**src/rtl/multi_tick_timer.sv**
```systemverilog
// Multi-channel programmable tick generator: a shared base prescaler produces a
// strobe that NCH channels divide by run-time scale values (free-run or one-shot).
module multi_tick_timer #(
  parameter int CLK_DIV = 50000,
  parameter int NCH     = 4,
  parameter int SCALE_W = 12
) (
  input  logic                     clk,
  input  logic                     rst,
  input  logic                     en,
  input  logic                     clr,
  input  logic [NCH*SCALE_W-1:0]   scale,
  input  logic [NCH-1:0]           oneshot,
  input  logic [NCH-1:0]           start,
  output logic                     base_tick,
  output logic [NCH-1:0]           tick,
  output logic [NCH-1:0]           sq,
  output logic [NCH-1:0]           done
);

  localparam int PW = $clog2(CLK_DIV);
  localparam logic [PW-1:0] PRE_LAST = PW'(CLK_DIV - 1);

  logic [PW-1:0] r_pre;
  logic          r_base_tick;
  logic          w_clear;
  logic          w_strobe;

  assign w_clear  = rst | clr;
  assign w_strobe = en && (r_pre == PRE_LAST);

  // NOTE: sequential state uses non-blocking assignments only, so every
  // register samples pre-edge values regardless of statement order.
  always_ff @(posedge clk) begin
    if (w_clear) begin
      r_pre       <= '0;
      r_base_tick <= 1'b0;
    end else begin
      r_base_tick <= w_strobe;
      if (w_strobe)
        r_pre <= '0;
      else if (en)
        r_pre <= r_pre + PW'(1);
    end
  end

  assign base_tick = r_base_tick;

  for (genvar g = 0; g < NCH; g++) begin : g_ch
    logic [SCALE_W-1:0] w_scale;
    logic [SCALE_W-1:0] r_cnt;
    logic               r_tick;
    logic               r_sq;
    logic               r_done;
    logic               w_halted;
    logic               w_terminal;

    assign w_scale  = scale[g*SCALE_W +: SCALE_W];
    assign w_halted = oneshot[g] & r_done;
    // Compare with >= so a scale lowered below the current count ends the
    // period at the next strobe instead of wrapping the counter.
    assign w_terminal = (r_cnt >= (w_scale - SCALE_W'(1)));

    always_ff @(posedge clk) begin
      if (w_clear || (w_scale == '0)) begin
        r_cnt  <= '0;
        r_tick <= 1'b0;
        r_sq   <= 1'b0;
        r_done <= 1'b0;
      end else if (start[g]) begin
        r_cnt  <= '0;
        r_tick <= 1'b0;
        r_done <= 1'b0;
      end else begin
        r_tick <= 1'b0;
        if (!oneshot[g])
          r_done <= 1'b0;
        if (w_strobe && !w_halted) begin
          if (w_terminal) begin
            r_cnt  <= '0;
            r_tick <= 1'b1;
            r_sq   <= ~r_sq;
            if (oneshot[g])
              r_done <= 1'b1;
          end else begin
            r_cnt <= r_cnt + SCALE_W'(1);
          end
        end
      end
    end

    assign tick[g] = r_tick;
    assign sq[g]   = r_sq;
    assign done[g] = r_done;
  end

endmodule

```
**config.mk**
```make
export PLATFORM = sky130hd
export DESIGN_NAME = multi_tick_timer
export DESIGN_NICKNAME = d
export VERILOG_FILES = /design/src/rtl/multi_tick_timer.sv
export SDC_FILE = /design/constraint.sdc
export NUM_CORES = 1
export LEC_CHECK = 0
export ABC_CLOCK_PERIOD_IN_PS = 8100
export BUFFER_PORTS_ARGS = -buffer_cell sky130_fd_sc_hd__buf_2
export CORE_ASPECT_RATIO = 1.75
export CORE_UTILIZATION = 53
export DETAILED_ROUTE_END_ITERATION = 16
export GPL_ROUTABILITY_DRIVEN = 0
export PLACE_DENSITY = 0.75
export SLEW_MARGIN = 40
export SYNTH_ARGS = -nofsm -noshare
export SYNTH_HDL_FRONTEND = slang
export SYNTH_SLANG_ARGS = --single-unit
```
**constraint.sdc**
```tcl
create_clock -name clk -period 8.1 [get_ports clk]
set_clock_uncertainty 0.2 [all_clocks]
set_input_delay 1.62 -clock clk [delete_from_list [all_inputs] [get_ports clk]]
set_output_delay 1.62 -clock clk [all_outputs]
set_load 0.03 [all_outputs]
```
==> results of run 1 <==
[logic make-up (layout without fill, tap and decap cells)]
kind of cell / count (synthesis) / in the layout / synth area share, %
compound gates: 71 / 71 / 8.58
xor+xnor: 95 / 95 / 15.9
fa+ha+maj: 61 / 61 / 14.5
buf+inv: 40 / 106 / 4.15
flops: 77 / 77 / 29.4
mux: 1 / 1 / 0.191
simple gates: 279 / 279 / 27.3
[metal layers]
| layer | part of all wire [%] | vias up | track usage (%) |
|---|---|---|---|
| met5 | 0 | - | 0 |
| met4 | 2.5 | 0 | 10.3 |
| met3 | 2.3 | 29 | 4.11 |
| met2 | 58 | 80 | 46.9 |
| met1 | 38 | 2120 | 23.0 |
| li1 | - | 2295 | - |
[critical path, stage by stage]
cell and delay, ns:
buf_2 0.11, or4_1 0.54, nor2_1 0.17, nand2_1 0.11
nor4_1 0.27, xnor2_1 0.18, ha_1 0.27, nand4_1 0.12
a21oi_1 0.05, a211oi_1 0.54, o21ai_2 0.32, a21oi_1 0.20
[cell type report]
class / count / area, sq um
inverters: 19 / 71.3
well taps: 122 / 153
flip-flops and latches: 77 / 1540
multi-input cells: 507 / 3500
clock inverters: 5 / 52.6
clock buffers: 10 / 229
repair buffers: 72 / 360
fillers: 859 / 3620
[registers in the layout (all words and copies together), names as in the netlist]
signal and flops:
g_ch.r_tick 4, base_tick 1, g_ch.r_cnt 48, g_ch.r_sq 4, g_ch.r_done 4, r_pre 16
[metrics by stage]
step | setup WS (ns) | utilization (%) | area (sq um) | hold slack (ns) | total power [mW]
global route | 3.41 | 62.0 | 5910 | 0.323 | 0.872
finish | 3.66 | 62.0 | 5910 | 0.283 | 0.843
detailed placement | 3.16 | 58.9 | 5620 | 0.282 | 0.464
CTS | 3.52 | 61.9 | 5900 | 0.290 | 0.849
floorplan | 3.79 | - | 5250 | 0.251 | 0.430
global placement | 3.28 | 58.9 | 5620 | 0.260 | 0.460
[worst max-delay path by stage]
stage,end
after floorplan,g_ch[0].r_sq
after global placement,g_ch[2].r_cnt[11]
after detailed placement,g_ch[2].r_cnt[8]
after CTS,g_ch[2].r_cnt[3]
after global routing,g_ch[3].r_cnt[11]
final,g_ch[3].r_cnt[1]
[cell usage in the layout, fill, tap and decap left out, types with 3 or more instances in the layout]
cell and instances:
or3_1 3, and2_1 6, xnor2_1 50, dfxtp_1 77, o31ai_1 4, or4_1 7, nor2_1 101, o21ai_2 4
ha_1 61, a21oi_1 33, nor3_1 10, inv_1 19, a21o_1 3, xor2_1 45, nand3_1 8, clkbuf_16 9
o211a_1 4, o21a_1 3, nand4_1 28, nand2_4 4, buf_2 72, nand2_1 55, clkinv_2 3, and3_1 20
o21ai_0 9, a41o_1 3, nand2b_1 5, nor4_1 10, nand3b_1 3, nor2b_1 5
[power groups by stage]
stage          Clock [mW]  Combinational [mW]  Sequential (mW)
3_5_place_dp            0              0.0763            0.388
2_1_floorplan           0              0.0421            0.388
3_3_place_gp            0              0.0724            0.388
6_report            0.387              0.0765            0.379
5_1_grt             0.407              0.0862            0.379
4_1_cts             0.393              0.0768            0.379
==> impl_results.md, run 1 <==
* Status: finished, final reports clean
* CP max FO at 12
* Final wirelength at ~12,000 microns
* Max Cap Violations at 0
* Hold_buf cts at 0
* R2r setup slk at 5.65 ns
* Mean Syn Cell Area at 8.41 sq um
* Reg2Reg Depth at 8
* Vias in the first global route at 4,507
* Initial DRC count at 173
* CTS tree: built
* Share of total power in the clock network at 45.9%
* # rows at between 40 and 50
* Hold Crit Class: flop to flop
* Clk_lat worst skew at 0.33 ns
* Seq cells post-synth at 77
* Synth Flop Type: dfxtp_1
* First-pass iteration count of the detailed router at 4
* Port bufs at 72
* Cts repair resizes at 0
* Async S/R FF share, synth at 0%
* Total CTS buffers at 9
* Fmax at 0.225 GHz
* WHS Path Cells at 2
* Mapped Area at 5250 sq um
* Fin nets at roughly 810
* Worst EP required at 8.16 ns
* Crit path kind: input pin to flop
* Die H at roughly 130 microns
* Crit end category: flop
* Initial core utilization at 55.1%
* Logic pwr share at between 9 and 10%
* Mapped Nets at 745
* Width of the die at 77.2 microns
* Final worst path period need at 4.44 ns
* Hpwl dp at about 9400 microns
* # setup viols final at 0
* Leakage power at 2.42 nW
* Synth area leader: dfxtp_1
* Worst slew margin at 55.3%
* Critical path arrival at 4.50 ns
* I/O pin cnt at 73
* Sequential cell area fraction in the yosys report at a little under 30%
* Clock transition at path regs at 0.06 ns
* Via count at ~4,500
* Synthesized instance count at ~620
* Placed Cells at 797
* Post-synth EDFFs at 0
* Number of diodes at 0
* Largest cells by area after synthesis: dfxtp_1 29%, ha_1 15%, xnor2_1 8.3%
* Root Driver: clkbuf_16
* Area Overhead vs Synth at 12.6%
* VDD IR max at 0.130 mV
* Largest net degree at the start of global routing at 16
* Syn. warnings at 0
* Reg-to-Reg Start: g_ch[3].r_cnt[0]
* Htree depth at 3
* Number of clock sinks at 77
* R2r endpoint: g_ch[3].r_cnt[1]
* Flop pwr share at 45.0%
* Total core area at between 9000 and 10,000 sq um
* Layout cells sized above 1 at 15.4%
* DRC errors left at 0
* All-Layer GR Usage at around a quarter
* Part of the cycle the worst path needs at between 50% and 60%
* Global-route wire length before repair at 19,600 microns
* Initial antenna violation count at 0
* Post-CTS setup repair buffer count at 0
* Internal power at 647 uW
* Most frequent cell after synthesis: nor2_1
* Switching power at 196 uW
* Pin slew with the least headroom to its limit at 0.665 ns
* Pwr dens at 143 nW/um^2
* DRT antenna net count at 0
* Synth cell types at 50
* Drt wl/cell at 14.5 microns
* Final setup TNS at 0 ns
* Yosys top cell area share at between 20% and 30%
* Gr ovfl total at 0
* Post-synth top cells: 101 x nor2_1, 77 x dfxtp_1, 61 x ha_1, 55 x nand2_1, 50 x xnor2_1
* Layout Cells excl Fill at around 810
* Worst min-delay path startpoint: g_ch[0].r_sq
* Sw Share at 23.2%
* Vias per cell at approximately 5.6
* Worst Hold Path EP: g_ch[0].r_sq
* Hold Vio Cnt, Final at 0
* Max clock buf depth at 2
* Max Slew Vio Count at 0
* CP Launch Point: scale[41]
* Unrepaired setup endpoints after global routing: false
* Die area at 10,300 sq um
* CP startpoint kind: input pin
Note: power is estimated with default switching activity, not from simulation.
==> run 2, diff against run 1 <==
- ABC_CLOCK_PERIOD_IN_PS: 8100 -> 4200
- clock period: 8.1 -> 4.2 ns (I/O delays scaled with it)
==> run 2 against run 1 <==
Compared with the run above:
- global-route usage is 0.45 points higher
- largest power group unchanged
- worst hold slack better by 0.00087 ns
- sequential power is 93% higher
- core utilization is 0.25 points higher
- highest routed layer unchanged
==> impl_results.md, run 2 (synthesis results as in run 1) <==
* Cell Chain, Critical Path: buf_2 -> or4_1 -> nor4_2 -> nand2_1 -> xnor2_1 -> ha_1 -> nand4_1 -> nor4_1 -> a21oi_1 -> o21ai_2 -> nor2_1
* Hold Vio Cnt, Final at 0 (unchanged)
* Fin nets at 809 (+0.25%)
* Met2 GRT Util at 47.9% (+1.0 points)
* CP Launch Point: scale[7]
* Unrepaired setup endpoints after global routing: false
* Final hold slack at 0.284 ns (+0.000865 ns)
* Hpwl dp at 9340 microns (-1.1%)
* CP max FO at 12 (unchanged)
* Global-route wire length before repair at 20,100 microns (+2.4%)
* Initial DRC count at 151 (-13%)
* Max FFs per register at 48 (unchanged)
* Post-CTS setup repair buffer count at 0 (unchanged)
* I/O pin cnt at 73 (unchanged)
* CP startpoint kind: input pin
* Vias per cell at 5.51 (-1.2%)
* Via count at 4,482 (-0.93%)
* Total core area at 9530 sq um (unchanged)
* All-Layer GR Usage at 24.1% (+0.45 points)
* Htree depth at 3 (unchanged)
* Cts repair resizes at 0 (unchanged)
* Part of the cycle the worst path needs at between 80% and 90%
* Initial antenna violation count at 0 (unchanged)
* CTS tree: built
* Number of clock sinks at 77 (unchanged)
* Reg-to-Reg Start: g_ch[3].r_cnt[0]
* Hold Crit Class: flop to flop
* Pin slew with the least headroom to its limit at 0.608 ns (-0.0565 ns)
* Slowest CP cell: or4_1
* Largest stage delay, worst path at 0.58 ns (+0.04 ns)
* Max Slew Vio Count at 0 (unchanged)
* VDD IR max at 0.254 mV (+96%)
* Commonest non-fill, non-tap cell in the layout: nor2_1
* Area Overhead vs Synth at 13.0%
* Final worst path period need at 3.60 ns
* Vias in the first global route at 4,601 (+2.1%)
* M3 GR Usage at 3.97% (-0.14 points)
* # rows at 47 (unchanged)
* Final setup TNS at 0 ns (unchanged)
* Stages on worst setup path at 11 (-1)
* DRT antenna net count at 0 (unchanged)
* # setup viols final at 0 (unchanged)
* Largest net degree at the start of global routing at 16 (unchanged)
* Root Driver: clkbuf_16
* Drt wl/cell at 14.4 microns (-0.77%)
* R2r endpoint: g_ch[3].r_cnt[1]
* Reg2Reg Depth at 8 (unchanged)
* Status: finished, final reports clean
* Initial core utilization at 55.1% (unchanged)
* Biggest regs: g_ch.r_cnt (48), r_pre (16)
* Number of diodes at 0 (unchanged)
* Pwr dens at 278 nW/um^2 (+95%)
* Total CTS buffers at 9 (unchanged)
* Crit path kind: input pin to flop
* Buf/Inv on CP at 1 (unchanged)
* Clk_lat worst skew at 0.33 ns (about the same)
* Fill count at 833 (-3.0%)
* Die area at 10,300 sq um (unchanged)
* CP delay by family, top: simple AND/OR/NAND/NOR gates
* Critical path arrival at 3.59 ns (-0.91 ns)
* Hold_buf cts at 0 (unchanged)
* Clock transition at path regs at 0.06 ns (about the same)
* DRC errors left at 0 (unchanged)
* Width of the die at 77.2 microns (unchanged)
* Max clock buf depth at 2 (unchanged)
* Gr ovfl total at 0 (unchanged)
* First-pass iteration count of the detailed router at 4 (unchanged)
* Fmax at 0.278 GHz
* Die H at 134 microns (unchanged)
* Leakage power at 2.43 nW (+0.57%)
* Layout cells sized above 1 at 15.2% (-0.19 points)
* Worst slew margin at 59.1% (+3.8 points)
* Max Cap Violations at 0 (unchanged)
* Crit end category: flop
* Biggest register: g_ch.r_cnt
* Busiest grt layer: met2
* Most frequent cells in the layout: 101 x nor2_1, 77 x dfxtp_1, 72 x buf_2, 61 x ha_1, 55 x nand2_1
* Crit path capture: g_ch[0].r_cnt[3]
* R2r setup slk at 1.61 ns (-4.04 ns)
* Final wirelength at 11,700 microns (-0.53%)
* Port bufs at 72 (unchanged)
* Met1 Resource Use GR at 24.3% (+1.2 points)
* Worst EP required at 4.19 ns (-3.97 ns)
[run 2: worst min path at each step]
| stage | startpoint | endpoint | cells past startpoint |
|---|---|---|---|
| after CTS | g_ch[1].r_sq | g_ch[1].r_sq | 2 |
| after global routing | g_ch[0].r_sq | g_ch[0].r_sq | 2 |
| after floorplan | g_ch[3].r_sq | g_ch[3].r_sq | 2 |
| after global placement | g_ch[0].r_sq | g_ch[0].r_sq | 2 |
| after detailed placement | g_ch[0].r_sq | g_ch[0].r_sq | 2 |
| final | g_ch[0].r_sq | g_ch[0].r_sq | 2 |
[run 2: metal layers]
layer  up-vias  part of all wire (%)  wire length [microns]
met1      2096                    37                   4290
met3        20                   2.3                    267
li1       2291                     -                      -
met2        75                    59                   6920
met4         0                   2.0                    234
met5         -                     0                      0
[run 2: final cells by class]
class,instances,area (sq um),area share [%]
well taps,122,153,2.57
repair buffers,74,375,6.33
multi-input cells,507,3500,59.0
flip-flops and latches,77,1540,26.0
clock inverters,1,30.0,0.506
inverters,19,71.3,1.20
clock buffers,14,264,4.45
[run 2: worst min-delay path, stage by stage, from the launching register on]
cell and delay (ns):
dfxtp_1 0.31, o31ai_1 0.07, a21oi_1 0.06
[run 2: metrics by stage]
stage          setup WS, ns  util [%]  instances  total power, mW  area, sq um
6_report              0.604      62.3        814             1.65         5930
5_1_grt               0.312      62.3        814             1.71         5930
4_1_cts               0.392      62.2        814             1.66         5920
3_5_place_dp         0.0679      59.1        799            0.895         5630
3_3_place_gp          0.262      59.1        799            0.889         5630
2_1_floorplan         0.672         -        624            0.829         5250
[run 2: report_power, final]
part           internal [mW]  leakage [nW]  switching (mW)
registers              0.731         0.620        0.000633
clock network          0.490         0.143           0.277
logic                 0.0649          1.67          0.0828
